## src/rtl/mdu_iterative.sv

```systemverilog
// Iterative 32-bit multiply/divide unit producing the architectural HI/LO pair.
// One multiplier/quotient bit per cycle; 32 iterations plus a sign-fix cycle.
module mdu_iterative (
  input  logic        clock,
  input  logic        reset,
  input  logic        start,
  input  logic [2:0]  op,
  input  logic [31:0] inA,
  input  logic [31:0] inB,
  output logic        busy,
  output logic        done,
  output logic [31:0] hi,
  output logic [31:0] lo,
  output logic        div_zero
);

  localparam int unsigned W  = 32;
  localparam int unsigned CW = 6;
  localparam logic [CW-1:0] LAST_ITER = CW'(W - 1);

  typedef enum logic [1:0] {IDLE, MUL, DIV, FIX} state_t;

  state_t          state, state_n;
  logic [2*W-1:0]  acc, acc_n;
  logic [W-1:0]    opnd, opnd_n;
  logic [W-1:0]    orig_a, orig_a_n;
  logic            neg_lo, neg_lo_n;
  logic            neg_hi, neg_hi_n;
  logic            is_div, is_div_n;
  logic            by_zero, by_zero_n;
  logic [CW-1:0]   count, count_n;
  logic            busy_n, done_n, div_zero_n;
  logic [W-1:0]    hi_n, lo_n;

  logic            sgn;
  logic [W-1:0]    a_mag, b_mag;
  logic [W:0]      sum, trial, diff;
  logic [2*W-1:0]  prod;

  // Next-state and datapath: acc holds {upper, lower}; lower is the multiplier
  // being shifted out (MUL) or the dividend shifting into the quotient (DIV).
  always_comb begin
    state_n    = state;
    acc_n      = acc;
    opnd_n     = opnd;
    orig_a_n   = orig_a;
    neg_lo_n   = neg_lo;
    neg_hi_n   = neg_hi;
    is_div_n   = is_div;
    by_zero_n  = by_zero;
    count_n    = count;
    busy_n     = busy;
    done_n     = 1'b0;
    div_zero_n = div_zero;
    hi_n       = hi;
    lo_n       = lo;
    sgn        = ~op[0];
    a_mag      = (sgn && inA[W-1]) ? W'(-inA) : inA;
    b_mag      = (sgn && inB[W-1]) ? W'(-inB) : inB;
    sum        = {1'b0, acc[2*W-1:W]} + {1'b0, (acc[0] ? opnd : '0)};
    trial      = {acc[2*W-1:W], acc[W-1]};
    diff       = trial - {1'b0, opnd};
    prod       = neg_lo ? (2*W)'(-acc) : acc;

    case (state)
      IDLE: begin
        if (start) begin
          case (op)
            3'b000, 3'b001, 3'b010, 3'b011: begin
              acc_n      = {{W{1'b0}}, a_mag};
              opnd_n     = b_mag;
              orig_a_n   = inA;
              is_div_n   = op[1];
              neg_lo_n   = sgn && (inA[W-1] ^ inB[W-1]);
              neg_hi_n   = op[1] ? (sgn && inA[W-1]) : (sgn && (inA[W-1] ^ inB[W-1]));
              by_zero_n  = op[1] && (inB == '0);
              count_n    = '0;
              busy_n     = 1'b1;
              div_zero_n = 1'b0;
              state_n    = op[1] ? DIV : MUL;
            end
            3'b100: begin
              hi_n       = inA;
              div_zero_n = 1'b0;
            end
            3'b101: begin
              lo_n       = inA;
              div_zero_n = 1'b0;
            end
            default: ;
          endcase
        end
      end
      MUL: begin
        acc_n   = {sum, acc[W-1:1]};
        count_n = CW'(count + CW'(1));
        if (count == LAST_ITER) state_n = FIX;
      end
      DIV: begin
        // Restoring step: keep the subtraction only if it did not borrow.
        if (!diff[W]) acc_n = {diff[W-1:0], acc[W-2:0], 1'b1};
        else          acc_n = {trial[W-1:0], acc[W-2:0], 1'b0};
        count_n = CW'(count + CW'(1));
        if (count == LAST_ITER) state_n = FIX;
      end
      FIX: begin
        busy_n  = 1'b0;
        done_n  = 1'b1;
        state_n = IDLE;
        if (!is_div) begin
          {hi_n, lo_n} = prod;
        end else if (by_zero) begin
          lo_n       = '1;
          hi_n       = orig_a;
          div_zero_n = 1'b1;
        end else begin
          lo_n = neg_lo ? W'(-acc[W-1:0]) : acc[W-1:0];
          hi_n = neg_hi ? W'(-acc[2*W-1:W]) : acc[2*W-1:W];
        end
      end
      default: state_n = IDLE;
    endcase
  end

  // State and output registers.
  always_ff @(posedge clock or negedge reset) begin
    if (!reset) begin
      state    <= IDLE;
      acc      <= '0;
      opnd     <= '0;
      orig_a   <= '0;
      neg_lo   <= 1'b0;
      neg_hi   <= 1'b0;
      is_div   <= 1'b0;
      by_zero  <= 1'b0;
      count    <= '0;
      busy     <= 1'b0;
      done     <= 1'b0;
      div_zero <= 1'b0;
      hi       <= '0;
      lo       <= '0;
    end else begin
      state    <= state_n;
      acc      <= acc_n;
      opnd     <= opnd_n;
      orig_a   <= orig_a_n;
      neg_lo   <= neg_lo_n;
      neg_hi   <= neg_hi_n;
      is_div   <= is_div_n;
      by_zero  <= by_zero_n;
      count    <= count_n;
      busy     <= busy_n;
      done     <= done_n;
      div_zero <= div_zero_n;
      hi       <= hi_n;
      lo       <= lo_n;
    end
  end

endmodule

```

## config.mk

```make
export PLATFORM = sky130hd
export DESIGN_NAME = mdu_iterative
export DESIGN_NICKNAME = d
export VERILOG_FILES = /design/src/rtl/mdu_iterative.sv
export SDC_FILE = /design/constraint.sdc
export NUM_CORES = 1
export LEC_CHECK = 0
export CAP_MARGIN = 25
export CORE_MARGIN = 8
export CORE_UTILIZATION = 30
export DETAILED_ROUTE_END_ITERATION = 12
export PLACE_DENSITY_LB_ADDON = 0.12
export REMOVE_ABC_BUFFERS = 1
export SYNTH_ARGS = -nofsm -noshare
export SYNTH_HDL_FRONTEND = slang
export SYNTH_SLANG_ARGS = --single-unit
```

## constraint.sdc

```tcl
create_clock -name clock -period 3.28 [get_ports clock]
set_input_delay 0.492 -clock clock [delete_from_list [all_inputs] [get_ports clock]]
set_output_delay 0.492 -clock clock [all_outputs]
set_load 0.01 [all_outputs]
```

# --- Word-level counts from Yosys, hierarchy flattened ---
# Cells that the tools add are included.
totals:
  ff_bits: 207
  inputBits: 70
  output_inout_bits: 67
  elab_cells: 100
op_classes:
  add_sub_neg: 8
  n_eq_ne: 17
  n_mux: 38
  bitwise: 2
  n_reduce_logical: 21
op_table:
  columns: ["operator", "n"]
  rows:
  - ["two-way mux 32 bit", 13]
  - ["two-way mux 64 bit", 4]
  - ["one-hot mux 64 bit (3 select lines)", 1]
  - ["negation 32 bit", 4]
  - ["one-hot mux 32 bit (2 select lines)", 2]
  - ["negation 64 bit", 1]
  - ["adder 32 x 32 -> 33 bit", 1]
  - ["subtractor 33 x 32 -> 33 bit", 1]
  - ["logical NOT 32 bit", 1]
  - ["AND reduction 3 bit", 7]
  - ["two-way mux 6 bit", 2]
  - ["one-hot mux 6 bit (2 select lines)", 1]
  - ["two-way mux 1 bit", 8]
  - ["two-way mux 2 bit", 4]
  - ["!= test 2 x 1 -> 1 bit, second input constant", 4]
  - ["!= test 2 bit, second input constant", 4]
  - ["adder 6 x 1 -> 6 bit, second input constant", 1]
  - ["equality test 3 x 2 -> 1 bit, second input constant", 2]
  - ["equality test 3 bit, second input constant", 2]
  - ["equality test 6 x 5 -> 1 bit, second input constant", 1]
  - ["one-hot mux 2 bit (3 select lines)", 1]
  - ["OR reduction 6 bit", 1]
  - ["AND reduction 5 bit", 1]
  - ["equality test 2 bit, second input constant", 2]
  - ["12 further kinds", 17]

# --- Logic depth before layout (Yosys ltp) ---
# Gate-level depths: netlist of the first run.
depth:
  depth_word: 6
  depth_mapped: 15
  depth_no_buf: 14

# --- Least setup slack after synthesis of the first run ---
# No wires, ideal clock.
synth_path:
  kind: "reg2reg"
  from: "register acc[31]"
  to: "register acc[57]"
  setup_ns: 0.127
  t_arrival_ns: 3.187
  required_ns: 3.153
  path_slack_ns: -0.034
  path_stages_with_launch: 15
  n_path_buf: 2
  period_less_slack_ns: 3.314
  path_cell_list: "dfrtp_1 > inv_1 > ha_1 > fa_1 > nand2b_1 > a21oi_1 > o22a_1 > a211oi_1 > o2111ai_1 > nand2_1 > xnor2_1 > buf_2 > buf_1 > o221ai_1 > or2_2"
synth_via:
  elab_chain_cells: 3
synth_lines:
  columns: ["item", "line", "source"]
  rows:
  - ["from (decl)", "24", "logic [2*W-1:0] acc, acc_n;"]
  - ["from (signal assigned)", "144", "acc <= acc_n;"]
  - ["subtractor 33 x 32 -> 33 bit", "62", "diff = trial - {1'b0, opnd};"]
  - ["two-way mux 64 bit", "101", "if (!diff[W]) acc_n = {diff[W-1:0], acc[W-2:0], 1'b1};"]
  - ["one-hot mux 64 bit (3 select lines)", "65", "case (state)"]
# Every way passes these cells.
# A chain may end at the register's enable or synchronous reset.

# --- Worst setup path in the final report of the first run ---
layout_path:
  from: "register acc[40]"
  to: "register hi[30]"
layout_via:
  elab_chain_cells: 5
  elab_cells_between_ends: 7
  cone_classes: "add/sub (2); mux (5)"
layout_lines:
  columns: ["item", "line", "source"]
  rows:
  - ["negation 32 bit", "118", "hi_n = neg_hi ? W'(-acc[2*W-1:W]) : acc[2*W-1:W];"]
  - ["two-way mux 32 bit", "118", null]
  - ["two-way mux 32 bit", "112", "end else if (by_zero) begin"]
  - ["two-way mux 32 bit *", "110", "if (!is_div) begin"]
  - ["one-hot mux 32 bit (2 select lines) *", "65", null]
  - ["to (signal assigned)", "155", "hi <= hi_n;"]
  - ["to (decl)", "12", "output logic [31:0] hi,"]
# Every way passes the cells marked *; elsewhere a longest branch is shown, timed or not.

==> flow_summary.ini, run 1 <==
[timing]
relSlewSlack_pct = 45.3
setup_viol = 0
fin_crit_sh_pct = 97.6
worst_slew_pin_slew_ns = 0.821
hold_viol = 0
slew_viol_final = 0
skew_ns = 0.0334
fin_crit_ns = 3.20
fmax_mhz = 312
whs_ns = 0.469
rsz0062_at_grt = yes

[status]
status = finished clean

[floorplanning]
die_area_um2 = 62100
row_count = 85
ios = 137
core_area_um2 = 53800
fp.dieH_um = 249
start_util_pct = 30.3
dieWidth_um = 249

[critical_path]
critPathArrivalTime_ns = 3.69
required_ns = 3.76
crit_fanout = 4
endpoint_kind = register
cp-start-kind = register
rr_worst_depth = 10
crit_type = register to register

[drt]
wl_per_cell_um = 19.6
drt-total-wl_um = 58400
drtIter0Drc = 1073
viasPerCell = 5.32
ant_nets = 0
num_vias = 15900
drc_errors = 0
firstDrtPassIters = 5

[pwr]
peakVddDrop_v = 0.000594
pwr-share-comb_pct = 66.8
powerDensity_nw_per_um2 = 1150
power.leakage_uw = 0.00889
pwr-share-seq_pct = 20.4
p_int_uw = 12600
switching_share_pct = 47.2
net-switching-power_uw = 11300
p_clk_share_pct = 12.8

[clock_network]
clock-root-buffer = clkbuf_16
cts_tree = done
cts_buffers = 27
cts_htree_levels = 1
cts_num_sinks = 207
clk_transition_reported_paths_ns = 0.06
clockBufferDepth = 3
clk_latency_ns = 0.59

[cells_and_area]
final_nets = 2414
synthToLayoutAreaGrowth_pct = 27.7
diodes = 0
fin_cells = 2985
layout-drive-gt1-share_pct = 15.2

[hold_path]
hp-class = input port to async pin

[yosys]
syn_area_um2 = 16300
yosys_warnings = 0
ys_seq_area_share_pct = 31.7
synth_edf_count = 0
syn_inst = 2024
synth-async-reset-ratio_pct = 100
synth.avg_cell_area_um2 = 8.06
synth_seq_cells = 207
synth_top_flop_cell = dfrtp_1
synth.distinct_cells = 78

[placement]
place_congestion = 0.907
port_buffers = 136
dp_hpwl_um = 44500
dp.cells = 2930

[grt]
grt_pass1_wl_um = 92600
gr-total-overflow = 0
antenna_found_initial = 0
grt_max_degree = 87
grt_pass1_vias = 15900
track_usage_pct = 18.3

[run]
max-cap-violations = 0
flip-flops by register name (all words and copies together), names as in the netlist:
signal and flops:
neg_hi 1, count 6, state 2, lo 32
opnd 32, busy 1, neg_lo 1, orig_a 32
hi 32, div_zero 1, done 1, is_div 1
by_zero 1, acc 64
synth_stat cells, types with 16 or more instances:
| library cell | count | share of area [%] |
|---|---|---|
| nand2_1 | 234 | 5.4 |
| dfrtp_1 | 207 | 32 |
| o21ai_0 | 207 | 6.3 |
| nor2_1 | 167 | 3.8 |
| a21oi_1 | 148 | 4.5 |
| clkbuf_1 | 127 | 2.9 |
| xnor2_1 | 126 | 6.8 |
| ha_1 | 74 | 5.7 |
| inv_1 | 65 | 1.5 |
| xor2_1 | 59 | 3.2 |
| o31ai_1 | 48 | 2.2 |
| mux2i_1 | 38 | 2.3 |
| nor3_1 | 38 | 1.2 |
| o22ai_1 | 36 | 1.4 |
| mux2_2 | 30 | 2.1 |
| a21o_1 | 29 | 1.3 |
| a221oi_1 | 26 | 1.4 |
| nand2b_1 | 22 | 0.84 |
| or3_1 | 21 | 0.81 |
| a22oi_1 | 20 | 0.92 |
| and3_1 | 19 | 0.73 |
| o211ai_1 | 19 | 0.87 |
| nand3_1 | 17 | 0.52 |
| o221ai_1 | 16 | 0.86 |
logic make-up (layout without fill, tap and decap cells):
family | Yosys count | count (layout) | share of synthesized area [%]
buffers and inverters | 207 | 472 | 4.86
AO/OA/AOI/OAI | 667 | 667 | 25.6
AND/OR/NAND/NOR | 614 | 614 | 17.5
multiplexers | 68 | 68 | 4.40
adder cells (fa/ha/maj) | 76 | 76 | 5.92
XOR/XNOR | 185 | 185 | 9.93
flip-flops | 207 | 207 | 31.7
metal layers:
metal,routed length (um),GRT usage (%)
met1,27600,24.8
met2,27000,30.6
met3,2440,2.48
met4,1320,3.98
met5,0,0
critical path, stage by stage (launching register included):
cell,delay (ns)
dfrtp_1,0.43
buf_4,0.19
or2_2,0.33
nor4_4,0.38
nand3_2,0.14
or3_4,0.36
or3_4,0.34
or3_4,0.35
a21o_1,0.19
a211o_1,0.28
o22ai_1,0.15
power by group through the flow:
| stage | registers (uW) | logic [uW] | clock network (uW) |
|---|---|---|---|
| floorplan | 5050 | 9430 | 0 |
| finish | 4880 | 16000 | 3050 |
| CTS | 4880 | 15800 | 3160 |
| global placement | 4890 | 15600 | 0 |
| detailed placement | 4910 | 15700 | 0 |
| global route | 5060 | 17700 | 3240 |
timing repair:
action | CTS | global route
setup endpoints to repair | 14 | 35
pin swaps | 1 | 12
hold endpoints to repair | 63 | 0
hold buffers | 1 | 0
setup buffers | 1 | 3
gates resized for setup | 8 | 36
worst paths after layout:
path                          from     end  slack (ns)
max in group asynchronous    reset  hi[20]        2.05
min reg2reg                 lo[18]  lo[18]        0.48
min in group clock          lo[18]  lo[18]        0.48
min                          reset   lo[8]        0.47
max reg2reg                acc[40]  hi[30]        0.08
max                        acc[40]  hi[30]        0.08
cell usage in the layout (no fill, tap or decap), drive strengths merged, types with 38 or more instances in the layout:
cell type and count:
mux2i 38, xnor2 126, ha 74, a21oi 148
o21ai 213, inv 67, nor3 38, nand2 234
dfrtp 207, clkdlybuf4s50 135, buf 219, nor2 167
xor2 59, o31ai 48, clkbuf 41
layout make-up:
type                            count  area, um^2
Timing Repair Buffer              355        3130
Clock buffer                       41         748
Clock inverter                      9         140
Fill cell                        5567       33000
Inverter                           67         251
Tap cell                          696         871
Sequential cell                   207        5180
Multi-Input combinational cell   1610       10500
metrics by stage:
stage,power (uW),setup slack (ns),cell area [um^2],utilization [%],TNS [ns]
5_1_grt,26000,-0.0229,20800,38.7,-0.0361
2_1_floorplan,14500,-1.78,15800,-,-177.63
3_5_place_dp,20600,-0.156,19800,36.7,-0.660
3_3_place_gp,20500,-0.0753,19800,36.7,-0.303
6_report,23900,0.0773,20800,38.7,0
4_1_cts,23800,0.00671,20700,38.4,0
Power figures use the tool's default switching activity.
==> run 2: changes to the inputs <==
==> constraint.sdc (replaced) <==
create_clock -name clock -period 4 [get_ports clock]
set_input_delay 0.6 -clock clock [delete_from_list [all_inputs] [get_ports clock]]
set_output_delay 0.6 -clock clock [all_outputs]
set_load 0.01 [all_outputs]
==> flow_summary.ini, run 2 (same netlist as run 1, synthesis figures left out) <==
[status]
status = finished clean

[critical_path]
worst-r2r-setup-slack_ns = 0.30
cp-start-kind = register
r2r_start = acc[32]
crit_fanout = 7
r2r_end = hi[30]
required_ns = 4.51
critPathArrivalTime_ns = 4.21
endpoint_kind = register
rr_worst_depth = 11
crit_type = register to register

[drt]
num_vias = 15300
ant_nets = 0
drtIter0Drc = 970
firstDrtPassIters = 5
drt-total-wl_um = 57600
drc_errors = 0
viasPerCell = 5.39
wl_per_cell_um = 20.3

[clock_network]
clockBufferDepth = 3
cts_num_sinks = 207
clk_transition_reported_paths_ns = 0.06
cts_setup_buffers = 0
cts_htree_levels = 1
cts_tree = done
cts_buffers = 28
clk_latency_ns = 0.60
cts_hold_buf = 0
clock-root-buffer = clkbuf_16
cts_resized = 0

[timing]
fin_crit_ns = 3.70
fmax_mhz = 270
setup_viol = 0
slew_viol_final = 0
relSlewSlack_pct = 38.2
hold_viol = 0
rsz0062_at_grt = no
fin_crit_sh_pct = 92.4
skew_ns = 0.0499
worst_slew_pin_slew_ns = 0.925

[floorplanning]
dieWidth_um = 249
start_util_pct = 30.3
row_count = 85
ios = 137
core_area_um2 = 53800
fp.dieH_um = 249
die_area_um2 = 62100

[pwr]
p_clk_share_pct = 14.8
p_int_uw = 9750
peakVddDrop_v = 0.000380
pwr-share-comb_pct = 62.5
powerDensity_nw_per_um2 = 955
switching_share_pct = 47.9
net-switching-power_uw = 8980
pwr-share-seq_pct = 22.7
power.leakage_uw = 0.00816

[cells_and_area]
final_util_pct = 36.4
largest_register = acc
final_cell_mix = nand2_1, o21ai_0, dfrtp_1, nor2_1, a21oi_1
fillers = 5589
final_nets = 2265
multi_input_area_um2 = 10400
final_cell_area_um2 = 19600
regArea_um2 = 5180
layout-drive-gt1-share_pct = 8.37
largest_register_ffs = 64
synthToLayoutAreaGrowth_pct = 20.2
final_common_cell = nand2_1

[placement]
place_congestion = 0.898
dp_hpwl_um = 43200
placed_area_um2 = 18600
port_buffers = 136

[grt]
antenna_found_initial = 0
track_usage_pct = 18.1
grt_pass1_vias = 15300
grt_pass1_wl_um = 91400
gr-total-overflow = 0
grt_max_degree = 100

[hold_path]
hp-class = input port to async pin

[run]
max-cap-violations = 0
run 2: how the worst max path moves through the flow:
stage / endpoint / from / cells past startpoint / slack, ns
after global placement: hi[30] / acc[32] / 11 / 0.43
after detailed placement: hi[30] / acc[32] / 11 / 0.35
after global routing: hi[30] / acc[32] / 11 / 0.13
after CTS: hi[30] / acc[32] / 11 / 0.33
final: hi[30] / acc[32] / 11 / 0.30
after floorplan: acc[62] / acc[31] / 13 / -1.06
run 2: routing by layer:
layer,wire [um],vias to the layer above,track usage (%)
li1,-,7498,-
met1,27900,7326,25.0
met2,25900,375,29.4
met3,2370,91,2.48
met4,1470,0,4.50
met5,0,-,0
run 2: final cells by class:
| class | count | share of cell area (%) |
|---|---|---|
| multi-input combinational | 1610 | 52.9 |
| sequential | 207 | 26.4 |
| timing repair buffer | 205 | 9.73 |
| tap | 696 | 4.44 |
| clock buffer | 38 | 4.07 |
| inverter | 67 | 1.28 |
| clock inverter | 12 | 1.13 |
| antenna | 1 | 0.0128 |
run 2: through the flow:
stage          hold slack (ns)  power [uW]  setup slack [ns]  setup TNS, ns  cells
2_1_floorplan            0.304       11900             -1.06         -66.55   1884
3_3_place_gp             0.462       15900             0.431              0   2785
3_5_place_dp             0.470       15900             0.348              0   2785
4_1_cts                 0.0799       18800             0.330              0   2835
5_1_grt                 0.0912       20300             0.130              0   2835
6_report                0.0235       18700             0.302              0   2836
run 2: power groups by stage:
stage	sequential, uW	combinational (uW)	clock [uW]
floorplan	4140	7740	0
global placement	4250	11600	0
detailed placement	4270	11700	0
CTS	4240	11700	2860
global route	4410	12900	2940
finish	4240	11700	2780
run 2: critical path: stages (launching register included):
cell     delay (ns)
dfrtp_1        0.47
inv_1          0.21
ha_1           0.21
or3b_4         0.42
nor4_4         0.43
nand3_2        0.20
or3_4          0.38
or3_4          0.34
or3_4          0.35
a21o_1         0.18
a211o_1        0.28
o22ai_1        0.15
